**config.mk**
```make
export PLATFORM = sky130hd
export DESIGN_NAME = fifo_rd_arbiter_flat
export DESIGN_NICKNAME = d
export VERILOG_FILES = /design/src/rtl/fifo_rd_arbiter_if.sv /design/src/rtl/fifo_rd_arbiter.sv /design/src/flat_wrapper.sv
export SDC_FILE = /design/constraint.sdc
export NUM_CORES = 1
export LEC_CHECK = 0
export CORE_MARGIN = 2
export CORE_UTILIZATION = 33
export DETAILED_ROUTE_END_ITERATION = 7
export PLACE_DENSITY = 0.81
export SLEW_MARGIN = 10
export SYNTH_ARGS = -nofsm -noshare
export SYNTH_HDL_FRONTEND = slang
export SYNTH_SLANG_ARGS = --single-unit
```
**constraint.sdc**
```tcl
create_clock -name r_clk -period 1.5 [get_ports r_clk]
set_clock_uncertainty 0.1 [all_clocks]
set_input_delay 0.3 -clock r_clk [delete_from_list [all_inputs] [get_ports r_clk]]
set_output_delay 0.3 -clock r_clk [all_outputs]
set_load 0.02 [all_outputs]
```
**src/rtl/fifo_rd_arbiter_if.sv**
```systemverilog
// Read-side bundle between two FIFOs, the arbiter and a byte serializer.
// master = arbiter side, slave = FIFO/serializer side.
interface fifo_rd_arbiter_if #(
  parameter int DATA_WIDTH = 8
);
  logic                  arb_en;
  logic                  f0_empty;
  logic [DATA_WIDTH-1:0] f0_rdata;
  logic                  f0_inc;
  logic                  f1_empty;
  logic [DATA_WIDTH-1:0] f1_rdata;
  logic                  f1_inc;
  logic                  tx_busy;
  logic [DATA_WIDTH-1:0] tx_data;
  logic                  tx_valid;
  logic                  grant_id;
  logic                  arb_busy;

  modport master (
    input  arb_en,
    input  f0_empty,
    input  f0_rdata,
    input  f1_empty,
    input  f1_rdata,
    input  tx_busy,
    output f0_inc,
    output f1_inc,
    output tx_data,
    output tx_valid,
    output grant_id,
    output arb_busy
  );

  modport slave (
    output arb_en,
    output f0_empty,
    output f0_rdata,
    output f1_empty,
    output f1_rdata,
    output tx_busy,
    input  f0_inc,
    input  f1_inc,
    input  tx_data,
    input  tx_valid,
    input  grant_id,
    input  arb_busy
  );
endinterface

```
**src/rtl/fifo_rd_arbiter.sv**
```systemverilog
// Round-robin arbiter moving single bytes from two FIFOs to a serializer.
// Outputs are decoded from the state, grant and data registers only.
module fifo_rd_arbiter #(
  parameter int DATA_WIDTH = 8
) (
  input  logic               r_clk,
  input  logic               r_rst,
  fifo_rd_arbiter_if.master  bus
);

  localparam logic [2:0] IDLE = 3'd0;
  localparam logic [2:0] POP  = 3'd1;
  localparam logic [2:0] SEND = 3'd2;
  localparam logic [2:0] HOLD = 3'd3;
  localparam logic [2:0] WAIT = 3'd4;

  logic [2:0]            r_state;
  logic                  r_last;
  logic                  r_gid;
  logic [DATA_WIDTH-1:0] r_data;

  logic w_req0;
  logic w_req1;
  logic w_grant;
  logic w_sel;

  assign w_req0  = ~bus.f0_empty;
  assign w_req1  = ~bus.f1_empty;
  assign w_grant = bus.arb_en & ~bus.tx_busy
                 & (w_req0 | w_req1);

  // both requesting: take the one not served last
  assign w_sel = (w_req0 & w_req1) ? ~r_last : w_req1;

  always_ff @(posedge r_clk) begin
    if (r_rst) begin
      r_state <= IDLE;
      r_last  <= 1'b1;
      r_gid   <= 1'b0;
      r_data  <= '0;
    end else begin
      unique case (r_state)
        IDLE: begin
          if (w_grant) begin
            r_gid   <= w_sel;
            r_last  <= w_sel;
            r_state <= POP;
          end
        end
        POP: begin
          r_data  <= r_gid ? bus.f1_rdata
                           : bus.f0_rdata;
          r_state <= SEND;
        end
        SEND: r_state <= HOLD;
        HOLD: r_state <= WAIT;
        WAIT: begin
          if (!bus.tx_busy) r_state <= IDLE;
        end
        default: r_state <= IDLE;
      endcase
    end
  end

  assign bus.f0_inc   = (r_state == POP) & ~r_gid;
  assign bus.f1_inc   = (r_state == POP) &  r_gid;
  assign bus.tx_valid = (r_state == SEND);
  assign bus.tx_data  = r_data;
  assign bus.grant_id = r_gid;
  assign bus.arb_busy = (r_state != IDLE);

endmodule

```
**src/flat_wrapper.sv**
```systemverilog
// flat-port wrapper written by rule: the top's interface ports become plain ports
module fifo_rd_arbiter_flat 
#(
  parameter int DATA_WIDTH = 8
)
  (r_clk, r_rst, bus_arb_en, bus_f0_empty, bus_f0_rdata, bus_f1_empty, bus_f1_rdata, bus_tx_busy, bus_f0_inc, bus_f1_inc, bus_tx_data, bus_tx_valid, bus_grant_id, bus_arb_busy);
  fifo_rd_arbiter_if #(.DATA_WIDTH(DATA_WIDTH)) bus_i ();
  input  logic r_clk;
  input  logic r_rst;
  input wire logic [$bits(bus_i.arb_en)-1:0] bus_arb_en;
  input wire logic [$bits(bus_i.f0_empty)-1:0] bus_f0_empty;
  input wire logic [$bits(bus_i.f0_rdata)-1:0] bus_f0_rdata;
  input wire logic [$bits(bus_i.f1_empty)-1:0] bus_f1_empty;
  input wire logic [$bits(bus_i.f1_rdata)-1:0] bus_f1_rdata;
  input wire logic [$bits(bus_i.tx_busy)-1:0] bus_tx_busy;
  output wire logic [$bits(bus_i.f0_inc)-1:0] bus_f0_inc;
  output wire logic [$bits(bus_i.f1_inc)-1:0] bus_f1_inc;
  output wire logic [$bits(bus_i.tx_data)-1:0] bus_tx_data;
  output wire logic [$bits(bus_i.tx_valid)-1:0] bus_tx_valid;
  output wire logic [$bits(bus_i.grant_id)-1:0] bus_grant_id;
  output wire logic [$bits(bus_i.arb_busy)-1:0] bus_arb_busy;
  assign bus_i.arb_en = bus_arb_en;
  assign bus_i.f0_empty = bus_f0_empty;
  assign bus_i.f0_rdata = bus_f0_rdata;
  assign bus_i.f1_empty = bus_f1_empty;
  assign bus_i.f1_rdata = bus_f1_rdata;
  assign bus_i.tx_busy = bus_tx_busy;
  assign bus_f0_inc = bus_i.f0_inc;
  assign bus_f1_inc = bus_i.f1_inc;
  assign bus_tx_data = bus_i.tx_data;
  assign bus_tx_valid = bus_i.tx_valid;
  assign bus_grant_id = bus_i.grant_id;
  assign bus_arb_busy = bus_i.arb_busy;
  fifo_rd_arbiter #(.DATA_WIDTH(DATA_WIDTH)) u_core (.r_clk(r_clk), .r_rst(r_rst), .bus(bus_i));
endmodule
```
==> summary.txt, run 1 <==
clk slew on worst S/H paths - 0.08 ns
Rows - 16
post-synthesis mux area share - 12.38%
synthesized instance count - 64
CTS Root Cell - clkbuf_4
Hold Path Depth - 2
synthesized area - 646.9 um^2
largest net degree at the start of global routing - 9
vias in the first global route - 612
Post-Synth Simple-Gate Area - 20.12%
area grow syn2layout - 85.69%
Slew headroom - 80.87%
clk buf depth - 2
top routing layer in use - met3
Tot GR Track Use - 14.24%
die area - 0.002330 mm^2
leak pwr - 0.5118 nW
flop-to-flop setup slack - 0.04 ns
Synthesis Warnings - 0
worst-path maximum fanout - 4
commonest cells after routing, fill and taps aside - 21 x clkdlybuf4s50_1, 21 x buf_4, 10 x dfxtp_1
placed cell area - 0.001145 mm^2
Post-synth EDFFs - 0
Setup CP Type - flop to primary output
drt drc - 0
pre-CTS setup slack - -0.2757 ns
largest family of logic cells by synthesized area - simple AND/OR/NAND/NOR gates
RSZ-0062 raised after global routing - true
hold endpoint - u_core.bus.tx_data[1]
Max-cap violations - 0
Routed met3 length - 105 um
Compound-Gate Fraction of Synth Area - 19.73%
adder and majority gate portion of the synthesized area - 0%
R2R depth - 4
Power Total - 924.9 uW
cell area after layout - 0.001201 mm^2
Synth async-reset ratio - 0%
NumNets Final - 142
setup ws final - -0.07050 ns
Final setup viols - 3
Synth Area in XOR/XNOR - 1.354%
crit path DAT - 1.17 ns
core area - 0.001902 mm^2
IO Count - 35
wire per inst - 11.33 um
Final ANT Viol Nets - 0
HP Class - flop to flop
commonest register cell after synthesis - dfxtp_1
clk sinks - 13
CP endpoint kind - primary output
wl on met1 - 690 um
FF+latch count, synth - 13
period utilisation layout - 104.7%
Final Hold Fails - 0
antenna violations before repair - 0
sequential share of the synthesized area - 40.23%
Achievable Freq - 0.6367 GHz
number of library cell types mapped by synthesis - 28
worst reg2reg startpoint - u_core.r_state[0]
Ant. Diodes - 0
crit path time final - 1.571 ns
worst slew pin tran - 0.2860 ns
vias - 680
routed vias/inst - 4.658
GRT overflow - 0
port bufs - 34
Mapped Nets - 86
Required @ worst endpoint - 1.10 ns
CTS tree - yes
final RePlAce weighted congestion - 0.7554
Clock Latency Late Sink - 0.27 ns
Max rail drop VDD - 0.4675 mV
PwrDens - 770.0 mW/mm^2
Die Span Y - 48.28 um
min-delay src - u_core.bus.tx_data[1]
depth of the CTS H-tree - 1
total routed wirelength - 1654 um
dpl hpwl - 1356 um
failing checks - negative setup slack
Pre-Repair DR Iteration Count - 4
Final Max Tran Viols - 0
Starting Density - 34.01%
status - complete, but fails checks
global-route wire length before repair - 2332 um
ratio of cells with drive above 1 in the final layout - 36.13%
met2 WL - 858 um
Starting DRT DRC Count - 6
Cells after DPL - 140
crit start category - flop
fin cells - 146
syn_area_per_cell - 10.11 um^2
Die W - 48.28 um
Num CTS Buffers - 3
r2r endpoint - u_core.r_state[2]
## synth_stat cells (2+ instances only)
master / n / area share, %
dfxtp_1: 13 / 40
a211oi_1: 8 / 9.3
mux2i_1: 8 / 12
nor2_1: 8 / 4.6
inv_1: 3 / 1.7
and2_1: 2 / 1.9
## timing repair
action / CTS / global route
hold buffers: 0 / 0
resized for setup: 40 / 2
setup buffers: 2 / 0
pin swaps: 6 / 1
setup endpoints to repair: 15 / 5
## final cells by class
class / count / area (um^2)
clock inverter: 1 / 5.005
inverter: 4 / 15.01
timing repair buffer: 55 / 494.2
sequential: 13 / 266.5
fill: 157 / 700.7
clock buffer: 3 / 22.52
multi-input combinational: 43 / 364.1
tap: 27 / 33.78
## critical path: stages (launching register included)
cell and delay [ns]:
dfxtp_4 0.37, nor3b_4 0.23, and2_4 0.19, buf_6 0.11
## logic make-up after synthesis
group | count (synthesis)
and+or+nand+nor | 20
AOI/OAI and AO/OA | 14
DFF | 13
muxes | 8
buffers and inverters | 8
xor gates and xnor gates | 1
## report_power, final
part	switching (mW)	internal, mW
registers	0.0178	0.373
logic	0.134	0.180
clock network	0.121	0.0988
total	0.273	0.652
## per-layer routing
metal	up-vias	track usage (%)
met5	-	0
met2	22	27.37
met4	0	1.622
met3	0	4.444
met1	313	15.51
li1	345	-
## metrics by stage
step / hold slack [ns] / utilization [%] / TNS (ns)
floorplan: 0.2696 / - / 0
global placement: 0.3843 / 60.20 / -1.051
detailed placement: 0.3924 / 60.20 / -1.156
CTS: 0.4087 / 62.76 / -0.2028
global route: 0.4225 / 63.16 / -0.3609
finish: 0.3994 / 63.16 / -0.1814
## flip-flops by register name (all words and copies together) (netlist names)
register and cells:
u_core.bus.grant_id 1, u_core.bus.tx_data 8, u_core.r_last 1, u_core.r_state 3
## how the worst max path moves through the flow
| stage | startpoint | endpoint | slack, ns | depth (start not counted) |
|---|---|---|---|---|
| after global placement | u_core.r_state[1] | bus_f0_inc | -0.25 | 3 |
| final | u_core.r_state[1] | bus_f1_inc | -0.07 | 3 |
| after CTS | u_core.r_state[1] | bus_f1_inc | -0.08 | 3 |
| after detailed placement | u_core.r_state[1] | bus_f0_inc | -0.28 | 3 |
| after floorplan | u_core.r_state[1] | bus_f1_inc | 0.01 | 4 |
| after global routing | u_core.r_state[1] | bus_f1_inc | -0.12 | 3 |
No activity file was read; power rests on OpenSTA's default activity.
==> run 2: changes to the inputs <==
SETUP_SLACK_MARGIN = 0.1   (was unset)
==> summary.txt, run 2 (same netlist as run 1, synthesis figures left out) <==
largest net degree at the start of global routing - 9 (unchanged)
flop-to-flop setup slack - 0.09 ns (+0.05 ns)
CTS Root Cell - clkbuf_4
most common cell after layout, fill and taps aside - clkdlybuf4s50_1
failing checks - negative setup slack
GRT overflow - 0 (unchanged)
switching share of power - 30.08% (+0.57 points)
status - complete, but fails checks
clk buf depth - 2 (unchanged)
final RePlAce weighted congestion - 0.7554 (unchanged)
Setup CP Type - flop to primary output
crit start category - flop
drt drc - 0 (unchanged)
wire per inst - 12.01 um (+6.0%)
depth of the CTS H-tree - 1 (unchanged)
core area - 0.001902 mm^2 (unchanged)
cell area after layout - 0.001232 mm^2 (+2.6%)
Starting Density - 34.01% (unchanged)
total routed wirelength - 1765 um (+6.7%)
crit path DAT - 1.20 ns (+0.03 ns)
worst-path maximum fanout - 4 (unchanged)
clk sinks - 13 (unchanged)
Tot GR Track Use - 15.67% (+1.4 points)
crit path time final - 1.600 ns (+0.02941 ns)
NumNets Final - 143 (+0.70%)
R2R depth - 5 (+1)
Die Span Y - 48.28 um (unchanged)
Sequential Area - 270.3 um^2 (+1.4%)
Rows - 16 (unchanged)
worst slew pin tran - 0.2991 ns (+0.01308 ns)
placed cell area - 0.001145 mm^2 (unchanged)
fin cells - 147 (+0.68%)
vias in the first global route - 609 (-0.49%)
min-delay src - u_core.bus.tx_data[6]
RSZ-0062 raised after global routing - true
vias - 685 (+0.74%)
Slew headroom - 80.06% (-0.81 points)
Die W - 48.28 um (unchanged)
Ant. Diodes - 0 (unchanged)
Worst path slowest cell - dfxtp_4
HP Class - flop to flop
Final ANT Viol Nets - 0 (unchanged)
routed vias/inst - 4.660 (about the same)
port bufs - 34 (unchanged)
Required @ worst endpoint - 1.10 ns (about the same)
Final Hold Fails - 0 (unchanged)
clk slew on worst S/H paths - 0.09 ns (about the same)
ratio of cells with drive above 1 in the final layout - 38.33% (+2.2 points)
Switch Pwr - 284.1 uW (+4.1%)
die area - 0.002330 mm^2 (unchanged)
Fill cells - 141 (-10%)
CP endpoint kind - primary output
CP Buf/Inv Count - 1 (unchanged)
PwrDens - 766.5 mW/mm^2 (-0.46%)
multi-input logic area - 371.6 um^2 (+2.1%)
period utilisation layout - 106.7% (+2.0 points)
Logic pwr share - 35.4% (+1.4 points)
sequential share of power - 41.2% (-1.1 points)
setup ws final - -0.09991 ns (-0.02941 ns)
Max rail drop VDD - 0.4454 mV (-4.7%)
Max-cap violations - 0 (unchanged)
worst path cell trace - nor3b_4 -> and2_4 -> buf_6
IO Count - 35 (unchanged)
Setup TNS - -0.2489 ns (-0.06748 ns)
r2r endpoint - u_core.r_last
internal power - 660.5 uW (+1.3%)
CP max stage delay - 0.37 ns (about the same)
Hold Path Depth - 2 (unchanged)
Starting DRT DRC Count - 1 (-5)
Largest register FFs - 8 (unchanged)
clock power share - 23.4% (-0.3 points)
hold endpoint - u_core.bus.tx_data[6]
leak pwr - 0.5273 nW (+3.0%)
global-route wire length before repair - 2504 um (+7.4%)
Achievable Freq - 0.6250 GHz (-1.8%)
commonest cells after routing, fill and taps aside - 21 x clkdlybuf4s50_1, 17 x buf_4, 9 x buf_6, 9 x dfxtp_1
Final setup viols - 3 (unchanged)
CP delay by family, top - simple AND/OR/NAND/NOR gates
Pre-Repair DR Iteration Count - 2 (-2)
antenna violations before repair - 0 (unchanged)
worst reg2reg startpoint - u_core.r_state[1]
Num CTS Buffers - 3 (unchanged)
dpl hpwl - 1356 um (unchanged)
CTS tree - yes
Cells after DPL - 140 (unchanged)
Clock Latency Late Sink - 0.27 ns (about the same)
area grow syn2layout - 90.52%
Final Max Tran Viols - 0 (unchanged)
-- run 2: tightest hold or removal path, cell delays in order, from the launching register on --
cell and delay [ns]:
dfxtp_1 0.32, nor2_1 0.10, a211oi_1 0.05
-- run 2: cell type report --
cell class,count,share of cell area [%]
Clock inverter,1,0.4061
Inverter,4,1.218
Sequential cell,13,21.93
Multi-Input combinational cell,43,30.15
Tap cell,27,2.741
Clock buffer,3,1.827
Timing Repair Buffer,56,41.73
-- run 2: power groups by stage --
stage	Sequential (mW)	Clock, mW	Combinational [mW]
6_report	0.390	0.221	0.334
5_1_grt	0.394	0.247	0.358
4_1_cts	0.391	0.231	0.319
3_5_place_dp	0.399	0	0.316
3_3_place_gp	0.398	0	0.310
2_1_floorplan	0.422	0	0.122
-- run 2: worst max path at each step --
| stage | from | endpoint | depth (start not counted) |
|---|---|---|---|
| finish | u_core.r_state[1] | bus_f1_inc | 3 |
| global placement | u_core.r_state[1] | bus_f0_inc | 3 |
| CTS | u_core.r_state[2] | bus_f1_inc | 3 |
| detailed placement | u_core.r_state[1] | bus_f0_inc | 3 |
| global route | u_core.r_state[1] | bus_f1_inc | 3 |
| floorplan | u_core.r_state[1] | bus_f1_inc | 4 |
-- run 2: metal layers --
| layer | share of wire (%) | wire (um) | global-route usage (%) | vias up |
|---|---|---|---|---|
| li1 | - | - | - | 352 |
| met1 | 40 | 705 | 17.26 | 314 |
| met2 | 54 | 961 | 30.26 | 19 |
| met3 | 5.6 | 98 | 4.444 | 0 |
| met4 | 0 | 0 | 1.622 | 0 |
| met5 | 0 | 0 | 0 | - |
-- run 2: metrics by stage --
step	setup slack (ns)	total power, mW	utilization (%)	hold WS [ns]
after floorplan	0.01458	0.5444	-	0.2696
after global placement	-0.2498	0.7079	60.20	0.3843
after detailed placement	-0.2757	0.7151	60.20	0.3924
after global routing	-0.1767	0.9983	64.80	0.4244
final	-0.09991	0.9446	64.80	0.4009
after CTS	-0.1000	0.9404	63.42	0.4087
-- run 2: what timing repair did --
| item | CTS | global route |
|---|---|---|
| gates resized for setup | 45 | 6 |
| endpoints found under the setup margin | 16 | 15 |
| pin swaps | 10 | 11 |
| gates cloned | 0 | 0 |
| endpoints found under the hold margin | 0 | 0 |
| hold buffers | 0 | 0 |
| buffers inserted | 3 | 2 |
